File: src/rtl/mc_pkg.sv
// rtl/mc_pkg.sv - shared states, opcodes and control word for the multicycle controller
package mc_pkg;

  localparam int OPW_DEF = 6;

  typedef enum logic [3:0] {
    FETCH1, FETCH2, FETCH3, FETCH4, DECODE,
    MEMADR, LBRD, LBWR, SBWR,
    RTYPEEX, RTYPEWR, BEQEX, JEX, ADDIEX, ADDIWR
  } state_t;

  localparam logic [5:0] OP_LB    = 6'b100000;
  localparam logic [5:0] OP_SB    = 6'b101000;
  localparam logic [5:0] OP_RTYPE = 6'b000000;
  localparam logic [5:0] OP_BEQ   = 6'b000100;
  localparam logic [5:0] OP_J     = 6'b000010;
  localparam logic [5:0] OP_ADDI  = 6'b001000;

  typedef struct packed {
    logic       memread;
    logic       memwrite;
    logic       iord;
    logic       memtoreg;
    logic       regdst;
    logic       alusrca;
    logic       regwrite;
    logic [3:0] irwrite;
    logic [1:0] alusrcb;
    logic [1:0] pcsource;
    logic [1:0] aluop;
    logic       pcwrite;
    logic       branch;
  } ctrl_t;

endpackage

File: src/rtl/mc_if.sv
// rtl/mc_if.sv - controller-to-datapath bus: opcode/zero in, datapath controls out
interface mc_if #(
  parameter int OPW = 6
);
  logic [OPW-1:0] op;
  logic           zero;
  logic           memread;
  logic           memwrite;
  logic           iord;
  logic           memtoreg;
  logic           regdst;
  logic           alusrca;
  logic           regwrite;
  logic [3:0]     irwrite;
  logic [1:0]     alusrcb;
  logic [1:0]     pcsource;
  logic [1:0]     aluop;
  logic           pcen;

  modport master (
    input  op, zero,
    output memread, memwrite, iord, memtoreg, regdst, alusrca, regwrite,
    output irwrite, alusrcb, pcsource, aluop, pcen
  );

  modport slave (
    output op, zero,
    input  memread, memwrite, iord, memtoreg, regdst, alusrca, regwrite,
    input  irwrite, alusrcb, pcsource, aluop, pcen
  );
endinterface

File: src/rtl/mc_outdec.sv
// rtl/mc_outdec.sv - Moore decode of controller state into the datapath control word
module mc_outdec
  import mc_pkg::*;
(
  input  state_t state,
  output ctrl_t  ctrl
);

  always_comb begin
    ctrl = '0;
    case (state)
      FETCH1, FETCH2, FETCH3, FETCH4: begin
        ctrl.memread = 1'b1;
        ctrl.alusrcb = 2'b01;
        ctrl.pcwrite = 1'b1;
        case (state)
          FETCH1:  ctrl.irwrite = 4'b0001;
          FETCH2:  ctrl.irwrite = 4'b0010;
          FETCH3:  ctrl.irwrite = 4'b0100;
          default: ctrl.irwrite = 4'b1000;
        endcase
      end
      // Branch target is precomputed here so BEQEX only has to compare.
      DECODE:  ctrl.alusrcb = 2'b11;
      MEMADR, ADDIEX: begin
        ctrl.alusrca = 1'b1;
        ctrl.alusrcb = 2'b10;
      end
      LBRD: begin
        ctrl.memread = 1'b1;
        ctrl.iord    = 1'b1;
      end
      LBWR: begin
        ctrl.regwrite = 1'b1;
        ctrl.memtoreg = 1'b1;
      end
      SBWR: begin
        ctrl.memwrite = 1'b1;
        ctrl.iord     = 1'b1;
      end
      RTYPEEX: begin
        ctrl.alusrca = 1'b1;
        ctrl.aluop   = 2'b10;
      end
      RTYPEWR: begin
        ctrl.regwrite = 1'b1;
        ctrl.regdst   = 1'b1;
      end
      ADDIWR:  ctrl.regwrite = 1'b1;
      BEQEX: begin
        ctrl.alusrca  = 1'b1;
        ctrl.aluop    = 2'b01;
        ctrl.pcsource = 2'b01;
        ctrl.branch   = 1'b1;
      end
      JEX: begin
        ctrl.pcsource = 2'b10;
        ctrl.pcwrite  = 1'b1;
      end
      default: ctrl = '0;
    endcase
  end

endmodule

File: src/rtl/mc_controller.sv
// rtl/mc_controller.sv - multicycle CPU control FSM: state register, next-state logic, PC enable
module mc_controller
  import mc_pkg::*;
#(
  parameter int OPW = OPW_DEF
) (
  input  logic     clk,
  input  logic     reset_n,
  mc_if.master     bus
);

  state_t state_q, state_d;
  logic   is_lb_q, is_lb_d;
  ctrl_t  ctrl;

  always_ff @(posedge clk) begin
    if (!reset_n) begin
      state_q <= FETCH1;
      is_lb_q <= 1'b0;
    end else begin
      state_q <= state_d;
      is_lb_q <= is_lb_d;
    end
  end

  // LB/SB share MEMADR; the choice is latched in DECODE so op is ignored afterwards.
  always_comb begin
    state_d = FETCH1;
    is_lb_d = is_lb_q;
    case (state_q)
      FETCH1:  state_d = FETCH2;
      FETCH2:  state_d = FETCH3;
      FETCH3:  state_d = FETCH4;
      FETCH4:  state_d = DECODE;
      DECODE: begin
        is_lb_d = (bus.op == OPW'(OP_LB));
        if (bus.op == OPW'(OP_LB) || bus.op == OPW'(OP_SB)) state_d = MEMADR;
        else if (bus.op == OPW'(OP_RTYPE))                   state_d = RTYPEEX;
        else if (bus.op == OPW'(OP_BEQ))                     state_d = BEQEX;
        else if (bus.op == OPW'(OP_J))                       state_d = JEX;
        else if (bus.op == OPW'(OP_ADDI))                    state_d = ADDIEX;
        else                                                 state_d = FETCH1;
      end
      MEMADR:  state_d = is_lb_q ? LBRD : SBWR;
      LBRD:    state_d = LBWR;
      RTYPEEX: state_d = RTYPEWR;
      ADDIEX:  state_d = ADDIWR;
      default: state_d = FETCH1;
    endcase
  end

  mc_outdec u_outdec (
    .state (state_q),
    .ctrl  (ctrl)
  );

  assign bus.memread  = ctrl.memread;
  assign bus.memwrite = ctrl.memwrite;
  assign bus.iord     = ctrl.iord;
  assign bus.memtoreg = ctrl.memtoreg;
  assign bus.regdst   = ctrl.regdst;
  assign bus.alusrca  = ctrl.alusrca;
  assign bus.regwrite = ctrl.regwrite;
  assign bus.irwrite  = ctrl.irwrite;
  assign bus.alusrcb  = ctrl.alusrcb;
  assign bus.pcsource = ctrl.pcsource;
  assign bus.aluop    = ctrl.aluop;
  assign bus.pcen     = ctrl.pcwrite | (ctrl.branch & bus.zero);

endmodule

File: src/flat_wrapper.sv
// flat-port wrapper written by rule: the top's interface ports become plain ports
module mc_controller_flat import mc_pkg::*;
#(
  parameter int OPW = OPW_DEF
)
  (clk, reset_n, bus_op, bus_zero, bus_memread, bus_memwrite, bus_iord, bus_memtoreg, bus_regdst, bus_alusrca, bus_regwrite, bus_irwrite, bus_alusrcb, bus_pcsource, bus_aluop, bus_pcen);
  mc_if #(.OPW(OPW)) bus_i ();
  input  logic clk;
  input  logic reset_n;
  input wire logic [$bits(bus_i.op)-1:0] bus_op;
  input wire logic [$bits(bus_i.zero)-1:0] bus_zero;
  output wire logic [$bits(bus_i.memread)-1:0] bus_memread;
  output wire logic [$bits(bus_i.memwrite)-1:0] bus_memwrite;
  output wire logic [$bits(bus_i.iord)-1:0] bus_iord;
  output wire logic [$bits(bus_i.memtoreg)-1:0] bus_memtoreg;
  output wire logic [$bits(bus_i.regdst)-1:0] bus_regdst;
  output wire logic [$bits(bus_i.alusrca)-1:0] bus_alusrca;
  output wire logic [$bits(bus_i.regwrite)-1:0] bus_regwrite;
  output wire logic [$bits(bus_i.irwrite)-1:0] bus_irwrite;
  output wire logic [$bits(bus_i.alusrcb)-1:0] bus_alusrcb;
  output wire logic [$bits(bus_i.pcsource)-1:0] bus_pcsource;
  output wire logic [$bits(bus_i.aluop)-1:0] bus_aluop;
  output wire logic [$bits(bus_i.pcen)-1:0] bus_pcen;
  assign bus_i.op = bus_op;
  assign bus_i.zero = bus_zero;
  assign bus_memread = bus_i.memread;
  assign bus_memwrite = bus_i.memwrite;
  assign bus_iord = bus_i.iord;
  assign bus_memtoreg = bus_i.memtoreg;
  assign bus_regdst = bus_i.regdst;
  assign bus_alusrca = bus_i.alusrca;
  assign bus_regwrite = bus_i.regwrite;
  assign bus_irwrite = bus_i.irwrite;
  assign bus_alusrcb = bus_i.alusrcb;
  assign bus_pcsource = bus_i.pcsource;
  assign bus_aluop = bus_i.aluop;
  assign bus_pcen = bus_i.pcen;
  mc_controller #(.OPW(OPW)) u_core (.clk(clk), .reset_n(reset_n), .bus(bus_i));
endmodule
File: config.mk
export PLATFORM = sky130hd
export DESIGN_NAME = mc_controller_flat
export DESIGN_NICKNAME = d
export VERILOG_FILES = /design/src/rtl/mc_pkg.sv /design/src/rtl/mc_if.sv /design/src/rtl/mc_outdec.sv /design/src/rtl/mc_controller.sv /design/src/flat_wrapper.sv
export SDC_FILE = /design/constraint.sdc
export NUM_CORES = 1
export LEC_CHECK = 0
export CAP_MARGIN = 20
export CORE_UTILIZATION = 40
export DETAILED_ROUTE_END_ITERATION = 6
export PLACE_DENSITY = 0.87
export SETUP_SLACK_MARGIN = 0.4
export SYNTH_ARGS = -nofsm -noshare
export SYNTH_HDL_FRONTEND = slang
export SYNTH_HIERARCHICAL = 1
export SYNTH_SLANG_ARGS = --single-unit
File: constraint.sdc
create_clock -name clk -period 3.1 [get_ports clk]
set_input_delay 0.31 -clock clk [delete_from_list [all_inputs] [get_ports clk]]
set_output_delay 0.31 -clock clk [all_outputs]
set_load 0.01 [all_outputs]
==> impl_metrics.env <==
export IMPL_status="finished, final reports clean"
export IMPL_relSlewSlack_pct=67.0
export IMPL_ff_latch_area_um2=100
export IMPL_dieArea_um2=1450
export IMPL_worst_path_max_fanout=15
export IMPL_clock_sinks=5
export IMPL_die_y_um=38.0
export IMPL_yosys_area_share_simple_pct=49.6
export IMPL_grt_pass1_vias=477
export IMPL_synth_compound_area_share_pct=23.6
export IMPL_timing_final_crit_share_pct=72.8
export IMPL_area_growth_pct=52.8
export IMPL_place_ws_ps=1120
export IMPL_ff2ff_setup_slack_ps=1710
export IMPL_end_kind="output pin"
export IMPL_rows=12
export IMPL_placed_cell_area_um2=767
export IMPL_rsz0062_at_grt="no"
export IMPL_whs_endpoint="u_core/is_lb_q"
export IMPL_routed_wl_um=1270
export IMPL_core_um2=1160
export IMPL_tritoncts="built"
export IMPL_pwr_share_clk_pct=34.0
export IMPL_swShare_pct=30.1
export IMPL_synth_xor_area_share_pct=1.69
export IMPL_clock_skew_ps=3.38
export IMPL_fin_worst_hold_slack_ps=525
export IMPL_design_area_um2=793
export IMPL_tightest_slew_ps=495
export IMPL_synthesis_nets=81
export IMPL_syn_inst=72
export IMPL_fillers=88
export IMPL_p_leak_nw=0.271
export IMPL_clock_fmax_ghz=0.443
export IMPL_yosysSeqAreaShare_pct=19.3
export IMPL_die_width_um=38.0
export IMPL_numCtsBuffers=3
export IMPL_synthTopCellsByArea="dfxtp_1 19%, nor2_1 10%, nand2b_1 7.2%"
export IMPL_min_delay_start="u_core/is_lb_q"
export IMPL_final_common_cell="clkdlybuf4s50_1"
export IMPL_drc_errors=0
export IMPL_first_pass_iters=4
export IMPL_hold_class="flop to flop"
export IMPL_clk_latency_ps=240
export IMPL_crit_type="flop to output pin"
export IMPL_detail_route_antenna_nets=0
export IMPL_synth_area_um2=519
export IMPL_hpwl_um=932
export IMPL_yosysUniqueCellTypes=32
export IMPL_vdd_drop_max_mv=0.347
export IMPL_portBuffers=26
export IMPL_synth_seq_cells=5
export IMPL_vias_per_cell=5.43
export IMPL_tns_ps=0
export IMPL_drt_wirelength_per_cell_um=11.2
export IMPL_grt_first_pass_wirelength_um=1960
export IMPL_period_minus_slack_ps=2260
export IMPL_p_switching_mw=0.0658
export IMPL_cts_resized=0
export IMPL_cp_arrival_ps=1950
export IMPL_ff2ff_path_depth=3
export IMPL_cts_path_max_buffers=2
export IMPL_fin_nets=109
export IMPL_overflow=0
export IMPL_combPwrFrac_pct=30.0
export IMPL_path_clk_slew_ps=40
export IMPL_io_pins=27
export IMPL_synth_largest_area_cell="dfxtp_1"
export IMPL_htree_levels=1
export IMPL_cts_root_buf="clkbuf_4"
export IMPL_multi_input_area_um2=389
export IMPL_crit_path_start_kind="flop"
export IMPL_start_util_pct=44.9
export IMPL_routabilityCongestion=0.773
export IMPL_rr_endpoint="u_core/state_q[2]"
export IMPL_synth_mux_area_share_pct=0
export IMPL_power_frac_seq_pct=36.0
export IMPL_synth_top_family_by_area="simple AND/OR/NAND/NOR gates"
export IMPL_drv_slew=0
export IMPL_final_setup_viol_count=0
export IMPL_drive_above_1_share_pct=7.07
export IMPL_grt_usage_pct=19.3
export IMPL_grt_max_degree=16
export IMPL_p_int_mw=0.153
export IMPL_synth_warnings=6
export IMPL_hold_buffers=0
export IMPL_hold_viol=0
export IMPL_synth_fa_ha_area_share_pct=0
export IMPL_synth_top_area_share_pct=19.3
export IMPL_hold_depth=2
export IMPL_fin_ws_ps=843
export IMPL_vias=614
export IMPL_drt_iter0_markers=12
export IMPL_r2r_start="u_core/state_q[2]"
export IMPL_required_ps=2790
export IMPL_antenna_found_initial=0
export IMPL_avgSynthCellArea_um2=7.21
export IMPL_layout_common_cells="26 x clkdlybuf4s50_1, 14 x nor2_1, 7 x a21oi_1, 6 x nand2b_1, 5 x dfxtp_1"
export IMPL_cts_setup_buffers=0
export IMPL_powerDensity_nw_per_um2=276
export IMPL_cap_violations=0
export IMPL_num_antenna_cells=0
## state kept, by name (all words and copies together), names as in the netlist
name            cells
u_core/state_q      4
u_core/is_lb_q      1
## power by group through the flow
stage / sequential [mW] / clock [mW] / combinational, mW
2_1_floorplan: 0.0772 / 0 / 0.0376
3_5_place_dp: 0.0799 / 0 / 0.0654
6_report: 0.0787 / 0.0743 / 0.0657
4_1_cts: 0.0788 / 0.0766 / 0.0657
5_1_grt: 0.0801 / 0.0777 / 0.0714
3_3_place_gp: 0.0792 / 0 / 0.0645
## synthesized netlist by cell type
master	instances
nor2_1	14
a21oi_1	7
nand2b_1	6
dfxtp_1	5
nand2_1	3
nor3_1	3
o21ai_0	3
buf_6	2
nand4_1	2
nor2b_1	2
nor4_1	2
or2_1	2
or3b_1	2
a21boi_1	1
a21o_1	1
a22oi_1	1
a2bb2o_1	1
a31oi_1	1
and2b_1	1
and3_1	1
buf_4	1
nand3b_1	1
nand4b_1	1
nor2_2	1
nor3b_1	1
nor4b_4	1
o211ai_1	1
o21ai_1	1
o21ai_2	1
o22ai_2	1
or3_1	1
xor2_1	1
## metrics by stage
stage                     power (mW)  cells  util (%)
after floorplan                0.115     72         -
after global placement         0.144    109      66.3
after detailed placement       0.145    109      66.3
after CTS                      0.221    113      68.6
after global routing           0.229    113      68.6
final                          0.219    113      68.6
## worst max path at each step
stage	cells past startpoint	to	startpoint
finish	4	bus_pcen	u_core/state_q[3]
global route	4	bus_pcen	u_core/state_q[3]
CTS	4	bus_pcen	u_core/state_q[3]
detailed placement	4	bus_pcen	u_core/state_q[3]
global placement	4	bus_pcen	u_core/state_q[3]
floorplan	3	bus_pcen	u_core/state_q[3]
## cell type report
cell class / count / share of cell area, %
Multi-Input combinational cell: 64 / 49.1
Timing Repair Buffer: 26 / 32.8
Tap cell: 14 / 2.21
Clock buffer: 4 / 3.31
Sequential cell: 5 / 12.6
## logic make-up (layout without fill, tap and decap cells)
group / after synthesis / in the layout
and+or+nand+nor: 44 / 44
buffers and inverters: 3 / 30
xor gates and xnor gates: 1 / 1
DFF: 5 / 5
AOI/OAI and AO/OA: 19 / 19
## critical path: stages (launching register included)
cell and delay, ps:
dfxtp_1 620, nand2b_1 250, nor2_1 190, a21o_1 130, clkdlybuf4s50_1 520
## layer usage
layer,GRT usage [%],vias to the layer above,part of all wire [%]
li1,-,315,-
met1,22.7,267,47
met2,32.6,32,47
met3,5.23,0,6.4
met4,8.04,0,0
met5,0,-,0
Note: power is estimated with default switching activity, not from simulation.
